File: config.mk
export PLATFORM = sky130hd
export DESIGN_NAME = uart_rx
export DESIGN_NICKNAME = d
export VERILOG_FILES = /design/src/rtl/uart_rx.sv
export SDC_FILE = /design/constraint.sdc
export NUM_CORES = 1
export LEC_CHECK = 0
export CAP_MARGIN = 15
export CORE_MARGIN = 1
export CORE_UTILIZATION = 55
export DETAILED_ROUTE_END_ITERATION = 10
export PLACE_DENSITY = 0.78
export SYNTH_ARGS = -nofsm -noshare
export SYNTH_HDL_FRONTEND = slang
export SYNTH_SLANG_ARGS = --single-unit
File: constraint.sdc
create_clock -name i_clock -period 2.4 [get_ports i_clock]
set_input_delay 0.48 -clock i_clock [delete_from_list [all_inputs] [get_ports i_clock]]
set_output_delay 0.48 -clock i_clock [all_outputs]
set_load 0.005 [all_outputs]
File: src/rtl/uart_rx.sv
// UART receiver: 2-flop input synchronizer, 16x oversampled start/data/stop FSM.
// Optional even-parity bit enabled by defining UART_RX_PARITY_EN.
module uart_rx #(
    parameter int unsigned NB_DATA = 8,
    parameter int unsigned SB_TICK = 16
) (
    input  logic               i_clock,
    input  logic               i_reset,
    input  logic               i_tick,
    input  logic               i_rx,
    output logic [NB_DATA-1:0] o_data,
    output logic               o_rx_done,
    output logic               o_frame_err,
    output logic               o_parity_err
);

    localparam int unsigned SW = 4;
    localparam int unsigned NW = (NB_DATA > 1) ? $clog2(NB_DATA) : 1;

    localparam logic [SW-1:0] S_MID  = SW'(7);
    localparam logic [SW-1:0] S_LAST = SW'(15);
    localparam logic [SW-1:0] S_STOP = SW'(SB_TICK - 1);
    localparam logic [NW-1:0] N_LAST = NW'(NB_DATA - 1);

    typedef enum logic [2:0] {
        IDLE,
        START,
        DATA,
`ifdef UART_RX_PARITY_EN
        PARITY,
`endif
        STOP
    } state_t;

    state_t             state, state_next;
    logic               rx_meta, rx_s;
    logic [SW-1:0]      s, s_next;
    logic [NW-1:0]      n, n_next;
    logic [NB_DATA-1:0] shreg, shreg_next;
    logic [NB_DATA-1:0] data_next;
    logic               done_next;
    logic               ferr_next;

`ifdef UART_RX_PARITY_EN
    logic parity_bit, parity_bit_next;
    logic perr_q, perr_next;
`endif

    // Synchronizer, FSM state, counters and registered outputs.
    always_ff @(posedge i_clock) begin
        if (i_reset) begin
            rx_meta     <= 1'b1;
            rx_s        <= 1'b1;
            state       <= IDLE;
            s           <= '0;
            n           <= '0;
            shreg       <= '0;
            o_data      <= '0;
            o_rx_done   <= 1'b0;
            o_frame_err <= 1'b0;
        end else begin
            rx_meta     <= i_rx;
            rx_s        <= rx_meta;
            state       <= state_next;
            s           <= s_next;
            n           <= n_next;
            shreg       <= shreg_next;
            o_data      <= data_next;
            o_rx_done   <= done_next;
            o_frame_err <= ferr_next;
        end
    end

`ifdef UART_RX_PARITY_EN
    always_ff @(posedge i_clock) begin
        if (i_reset) begin
            parity_bit <= 1'b0;
            perr_q     <= 1'b0;
        end else begin
            parity_bit <= parity_bit_next;
            perr_q     <= perr_next;
        end
    end

    assign o_parity_err = perr_q;
`else
    assign o_parity_err = 1'b0;
`endif

    // Next-state logic; counters move only on tick cycles, except the IDLE->START edge.
    always_comb begin
        state_next = state;
        s_next     = s;
        n_next     = n;
        shreg_next = shreg;
        data_next  = o_data;
        done_next  = 1'b0;
        ferr_next  = o_frame_err;
`ifdef UART_RX_PARITY_EN
        parity_bit_next = parity_bit;
        perr_next       = perr_q;
`endif

        case (state)
            IDLE: begin
                if (!rx_s) begin
                    state_next = START;
                    s_next     = '0;
                end
            end

            START: begin
                if (i_tick) begin
                    if (s == S_MID) begin
                        if (!rx_s) begin
                            state_next = DATA;
                            s_next     = '0;
                            n_next     = '0;
                        end else begin
                            state_next = IDLE;
                        end
                    end else begin
                        s_next = s + SW'(1);
                    end
                end
            end

            DATA: begin
                if (i_tick) begin
                    if (s == S_LAST) begin
                        shreg_next = {rx_s, shreg[NB_DATA-1:1]};
                        s_next     = '0;
                        if (n == N_LAST) begin
`ifdef UART_RX_PARITY_EN
                            state_next = PARITY;
`else
                            state_next = STOP;
`endif
                        end else begin
                            n_next = n + NW'(1);
                        end
                    end else begin
                        s_next = s + SW'(1);
                    end
                end
            end

`ifdef UART_RX_PARITY_EN
            PARITY: begin
                if (i_tick) begin
                    if (s == S_LAST) begin
                        parity_bit_next = rx_s;
                        s_next          = '0;
                        state_next      = STOP;
                    end else begin
                        s_next = s + SW'(1);
                    end
                end
            end
`endif

            STOP: begin
                if (i_tick) begin
                    if (s == S_STOP) begin
                        state_next = IDLE;
                        data_next  = shreg;
                        ferr_next  = ~rx_s;
                        done_next  = 1'b1;
`ifdef UART_RX_PARITY_EN
                        perr_next  = (^shreg) ^ parity_bit;
`endif
                    end else begin
                        s_next = s + SW'(1);
                    end
                end
            end

            default: begin
                state_next = IDLE;
            end
        endcase
    end

endmodule

# After elaboration in Yosys (flattened, before gate mapping)
# Cells that the tools add are included.
# totals
wordCells	66
register_bits	30
# op_classes
eq_ne	17
mux	26
add_sub_neg	2
reduce_logical	9
n_bitwise	3
# ops
op	n
$mux W3	14
$mux W4	7
$ne A2 B2 Y1 const B	11
$pmux W4 S4	1
$pmux W3 S4	1
$reduce_and A8 Y1	1
$reduce_and A7 Y1	1
$eq A3 B2 Y1 const B	2
$pmux W3 S2	1
$reduce_and A3 Y1	2
$reduce_and A5 Y1	1
$add A4 B1 Y4 const B	1
$eq A4 B3 Y1 const B	1
$eq A4 B4 Y1 const B	1
$reduce_bool A4 Y1	1
$add A3 B1 Y3 const B	1
$eq A3 B1 Y1 const B	1
$eq A3 B3 Y1 const B	1
$logic_not A3 Y1	1
$not A1 Y1	3
$reduce_or A3 Y1	1
$mux W2	1
$reduce_bool A2 Y1	1
$mux W1	1

# Longest topological paths before layout
# Gate-level depths: netlist (run 1).
# logic_depth
depth_word	5
depth_mapped	7
ltp_nobuf	6

# Least setup slack after synthesis (run 1)
# Ideal clock, no wire load.
# synth_path
path_kind	reg-to-reg
start	reg state[0]
end	reg state[0]
arrival_ns	1.605
path_stages_with_launch	8
n_path_buf	1
synth_period_minus_slack_ns	1.728
slack_ns	0.672
setup_time_ns	0.123
cell_sequence	dfxtp_1 > inv_1 > ha_1 > buf_4 > nor3_4 > or2_2 > nand3_1 > mux2_1
# synth_between
elab_chain_cells	3
# synth_lines
element	line	text
start, declared	35	state_t state, state_next;
start signal, assigned	64	state <= state_next;
$eq A3 B2 Y1 (tied with other cells)	104	case (state)
$ne A2 B2 Y1 (no source line)	n/a	
$reduce_and A8 Y1 (no source line)	n/a	
# Several ways; a longest one is shown, not always the timed one.
# A chain may end at the register's enable or synchronous reset.

# Final worst setup path (run 1)
# Same ends and word-level chain as after synthesis.

==> results of run 1 <==
[stage by stage]
| step | worst slack (ns) | util, % | total power, uW |
|---|---|---|---|
| 6_report | 0.397 | 70.1 | 1120 |
| 3_3_place_gp | 0.503 | 66.4 | 705 |
| 5_1_grt | 0.207 | 70.1 | 1180 |
| 3_5_place_dp | 0.452 | 66.4 | 712 |
| 4_1_cts | 0.437 | 70.1 | 1130 |
| 2_1_floorplan | 0.672 | - | 669 |
[cell type report]
type,count,area [um2]
inverter,7,26.3
multi-input combinational,98,731
clock inverter,1,30.0
clock buffer,7,55.1
fill,180,687
tap,28,35.0
timing repair buffer,16,153
sequential,29,581
[layout by cell type, fill, tap and decap left out, types with 2 or more instances in the layout]
| cell | synthesis | final |
|---|---|---|
| and2_1 | 2 | 2 |
| ha_1 | 9 | 9 |
| nor4bb_1 | 2 | 2 |
| nand4_1 | 3 | 3 |
| buf_4 | 2 | 3 |
| dfxtp_1 | 29 | 29 |
| mux2i_1 | 20 | 20 |
| nand3_1 | 3 | 3 |
| clkbuf_4 | 0 | 5 |
| clkdlybuf4s50_1 | 0 | 13 |
| a21oi_1 | 3 | 3 |
| nor2_1 | 24 | 24 |
| nand2_1 | 3 | 3 |
| inv_1 | 7 | 7 |
| nor2b_1 | 3 | 3 |
| or2_2 | 4 | 4 |
| o211ai_1 | 2 | 2 |
[critical path, stage by stage, from the launching register on]
cell and delay, ns:
dfxtp_1 0.43, inv_1 0.12, ha_1 0.36, nor4bb_1 0.34, a221o_1 0.20, nand3_1 0.11
mux2_1 0.33
[metal layers]
layer / share of wire (%) / global-route usage, %
met5: 0 / 0
met4: 1.6 / 11.8
met3: 4.9 / 6.09
met2: 46 / 32.7
met1: 47 / 26.8
[kinds of logic after synthesis]
logic type               Yosys count  share of synthesized area, %
AO/OA/AOI/OAI                     14                          7.82
adder cells (fa/ha/maj)            9                          8.09
AND/OR/NAND/NOR                   53                          21.1
buffers and inverters             15                          5.75
flip-flops                        29                          41.7
multiplexers                      21                          15.2
other                              1                         0.270
[flip-flops by register name, indices dropped and copies added (netlist names)]
register and count:
o_data 8, rx_meta 1, state 2, o_frame_err 1, n 3, s 4
shreg 8, rx_s 1, o_rx_done 1
[how the worst min path moves through the flow]
stage | end | slack (ns) | cells after the start
detailed placement | rx_s | 0.40 | 1
finish | rx_s | 0.41 | 1
floorplan | rx_s | 0.39 | 1
global route | rx_s | 0.43 | 1
CTS | rx_s | 0.42 | 1
global placement | rx_s | 0.40 | 1
[report_power, final]
part	switching, uW	internal (uW)	leakage, uW
registers	15.6	493	0.000234
clock network	171	249	0.0000455
logic	115	80.2	0.000474
==> results.cfg, run 1 <==
[run_status]
outcome = finished clean

[global_route]
grt_max_degree = 18
grt_pass1_wl_mm = 4.15
grt_antenna_before_repair = 0
grt_usage_pct = 21.4
globalRoute.totalOverflow = 0
grt_pass1_vias = 901

[flow_run]
maxCapViolCount = 0

[synthesis]
yosysMostFrequentCell = dfxtp_1
yosysTopAreaCellShare_pct = 41.7
syn-cell-area_mm2 = 0.00139
syn_inst = 142
synth.top_cells.by_count = 29 x dfxtp_1, 24 x nor2_1, 20 x mux2i_1
ys_warn_count = 0
synth_area_leader_cell = dfxtp_1
synthArstFlopShare_pct = 0
synth_fp_nets = 155
netlist_top_cells_area = dfxtp_1 42%, mux2i_1 14%, ha_1 8.1%
yosysSeqAreaShare_pct = 41.7
syn_area_per_cell_um2 = 9.80
synth.distinct_cells = 38
synthFlopType = dfxtp_1
synth-seq-cells = 29
synth_edf_count = 0

[timing]
finalSetupTns_ns = 0
fin_crit_sh_pct = 83.5
skew_ns = 0.00841
rsz0062_at_grt = false
setup_viol = 0
min_period_ns = 2.00
max_clock_freq_mhz = 499
holdWs_ns = 0.415
finalHoldViolCount = 0
slew_violations = 0

[placement]
place.gp.congestion = 0.815
dp_hpwl_mm = 1.73
port_buffers = 13
place_inst = 178
dpl_cell_area_mm2 = 0.00153

[hold_path]
hold_class = reg2reg
hold_start = rx_meta

[clock_network]
path_clk_slew_ns = 0.10
clk_path_buf_depth = 2
cts_resized = 0
htree_levels = 2
clock-root-buffer = clkbuf_4
cts_hold_buf = 0
cts.sinks = 29
cts_buffers = 5
post_cts_buffers = 0
clock_latency_ns = 0.33
cts_tree = built

[routing]
vias = 1046
dr.first_iter.drc_count = 29
dr.pass1.iters = 4
drc = 0
vias_per_cell = 5.62
wl_mm = 2.52
wire_per_inst_um = 13.5
final_antenna_net_count = 0

[power]
powerDensity_mw_per_mm2 = 698
ir_drop_v = 0.000476
p_leak_uw = 0.000754

[setup_path]
crit_type = reg2reg
cp.arrival_ns = 2.23
endpoint = state[0]
r2r_cells = 6
r2r_start = state[0]
ff2ff_setup_slack_ns = 0.40
crit_path_start = state[0]
critPathMaxFanout = 11
reg2reg_to = state[0]
start_kind = register
crit_path_end_kind = register
cp_data_required_time_ns = 2.62

[final_layout]
drive_gt1_share_pct = 11.4
area_delta_synth_final_pct = 15.7
final_nets = 170
layout.cells.non_filler = 186
diodes = 0
design_area_mm2 = 0.00161

[floorplanning]
initial_core_util_pct = 60.6
die_x_um = 52.3
die_h_um = 52.3
core_mm2 = 0.00230
io_pins = 15
die-area_mm2 = 0.00273
num_rows = 17
Power figures use the tool's default switching activity.
==> run 2, diff against run 1 <==
--- a/config.mk
+++ b/config.mk
@@ -7,9 +7,9 @@
 export LEC_CHECK = 0
 export CAP_MARGIN = 15
 export CORE_MARGIN = 1
-export CORE_UTILIZATION = 55
+export CORE_UTILIZATION = 49
 export DETAILED_ROUTE_END_ITERATION = 10
-export PLACE_DENSITY = 0.78
+export PLACE_DENSITY = 0.73
 export SYNTH_ARGS = -nofsm -noshare
 export SYNTH_HDL_FRONTEND = slang
 export SYNTH_SLANG_ARGS = --single-unit
==> constraint.sdc (replaced) <==
create_clock -name i_clock -period 1.8 [get_ports i_clock]
set_input_delay 0.36 -clock i_clock [delete_from_list [all_inputs] [get_ports i_clock]]
set_output_delay 0.36 -clock i_clock [all_outputs]
set_load 0.005 [all_outputs]
==> results.cfg, run 2 (synthesized netlist as in run 1, its figures left out) <==
[run_status]
outcome = finished clean

[power]
ir_drop_v = 0.000631
powerDensity_mw_per_mm2 = 827
p_leak_uw = 0.000797

[final_layout]
reg_top3 = o_data: 8 flops, shreg: 8 flops, s: 4 flops
diodes = 0
fin_util_pct = 65.5
multi_input_area_um2 = 753
area_delta_synth_final_pct = 21.9
drive_gt1_share_pct = 19.5
seq_area_um2 = 581
layout_commonest_cell = dfxtp_1
most-common-layout-cells = 29 x dfxtp_1, 24 x nor2_1, 20 x mux2i_1
final_nets = 181
fill_cells = 218

[timing]
skew_ns = 0.0101
fin_crit_sh_pct = 94.5
finalHoldViolCount = 0
holdWs_ns = 0.424
min_period_ns = 1.70
finalSetupTns_ns = 0
layout_setup_ws_ns = 0.0983
rsz0062_at_grt = false
max_clock_freq_mhz = 588
setup_viol = 0
slew_violations = 0

[floorplanning]
io_pins = 15
core_mm2 = 0.00259
initial_core_util_pct = 53.7
die_h_um = 55.3
num_rows = 18
die-area_mm2 = 0.00306
die_x_um = 55.3

[global_route]
grt_antenna_before_repair = 0
globalRoute.totalOverflow = 0
grt_pass1_vias = 1007
grt_pass1_wl_mm = 4.28
grt_max_degree = 19
grt_usage_pct = 17.7

[clock_network]
post_cts_buffers = 0
cts_buffers = 5
cts_tree = built
cts_hold_buf = 0
cts_resized = 0
clock_latency_ns = 0.31
path_clk_slew_ns = 0.09
htree_levels = 2
cts.sinks = 29
clock-root-buffer = clkbuf_4
clk_path_buf_depth = 2

[routing]
drc = 0
vias_per_cell = 5.41
wire_per_inst_um = 12.9
wl_mm = 2.57
final_antenna_net_count = 0
vias = 1077
dr.pass1.iters = 4
dr.first_iter.drc_count = 23

[hold_path]
hold-path-cell-count = 1
hold_start = rx_meta
min_to = rx_s
hold_class = reg2reg

[setup_path]
r2r_cells = 6
ff2ff_setup_slack_ns = 0.1
cp_data_required_time_ns = 2.01
critPathMaxFanout = 5
cp.arrival_ns = 1.91
r2r_start = state[0]
reg2reg_to = state[0]
crit_path_end_kind = register
start_kind = register
crit_type = reg2reg

[placement]
port_buffers = 13
place.gp.congestion = 0.781
preCtsSetupSlack_ns = 0.0361
dp_hpwl_mm = 1.93

[flow_run]
maxCapViolCount = 0
[run 2: critical path: stages, from the launching register on]
cell and delay (ns):
dfxtp_1 0.34, buf_4 0.15, ha_2 0.23, nor4bb_1 0.28, a221o_1 0.19, nand3_1 0.09
mux2_1 0.31
[run 2: worst max path at each step]
stage | startpoint | endpoint | slack, ns | cells after the start
floorplan | state[0] | state[0] | 0.07 | 7
global placement | state[0] | state[0] | 0.09 | 6
detailed placement | state[0] | state[0] | 0.04 | 6
CTS | state[0] | state[0] | 0.01 | 6
global route | state[0] | state[0] | 0.006 | 6
finish | state[0] | state[0] | 0.1 | 6
[run 2: power by group]
group | internal, uW | switching, uW
logic | 182 | 192
clock network | 149 | 212
registers | 657 | 12.7
[run 2: area by class of cell]
type	count	share of cell area [%]
inverters	7	1.55
clock buffers	6	2.43
repair buffers	27	14.6
flip-flops and latches	29	34.2
multi-input cells	98	44.4
well taps	30	2.21
clock inverters	2	0.590
[run 2: through the flow]
stage / instance area (um2) / total power (uW) / instances
2_1_floorplan: 1390 / 893 / 142
3_5_place_dp: 1620 / 1020 / 191
3_3_place_gp: 1620 / 1020 / 191
6_report: 1700 / 1400 / 199
4_1_cts: 1670 / 1390 / 199
5_1_grt: 1700 / 1490 / 199
[run 2: per-layer routing]
| layer | routed length, um | up-vias | global-route usage [%] | share of wire [%] |
|---|---|---|---|---|
| met3 | 115 | 2 | 4.92 | 4.5 |
| li1 | - | 545 | - | - |
| met4 | 12 | 0 | 7.50 | 0.47 |
| met2 | 1270 | 23 | 29.3 | 49 |
| met5 | 0 | - | 0 | 0 |
| met1 | 1170 | 507 | 21.6 | 46 |
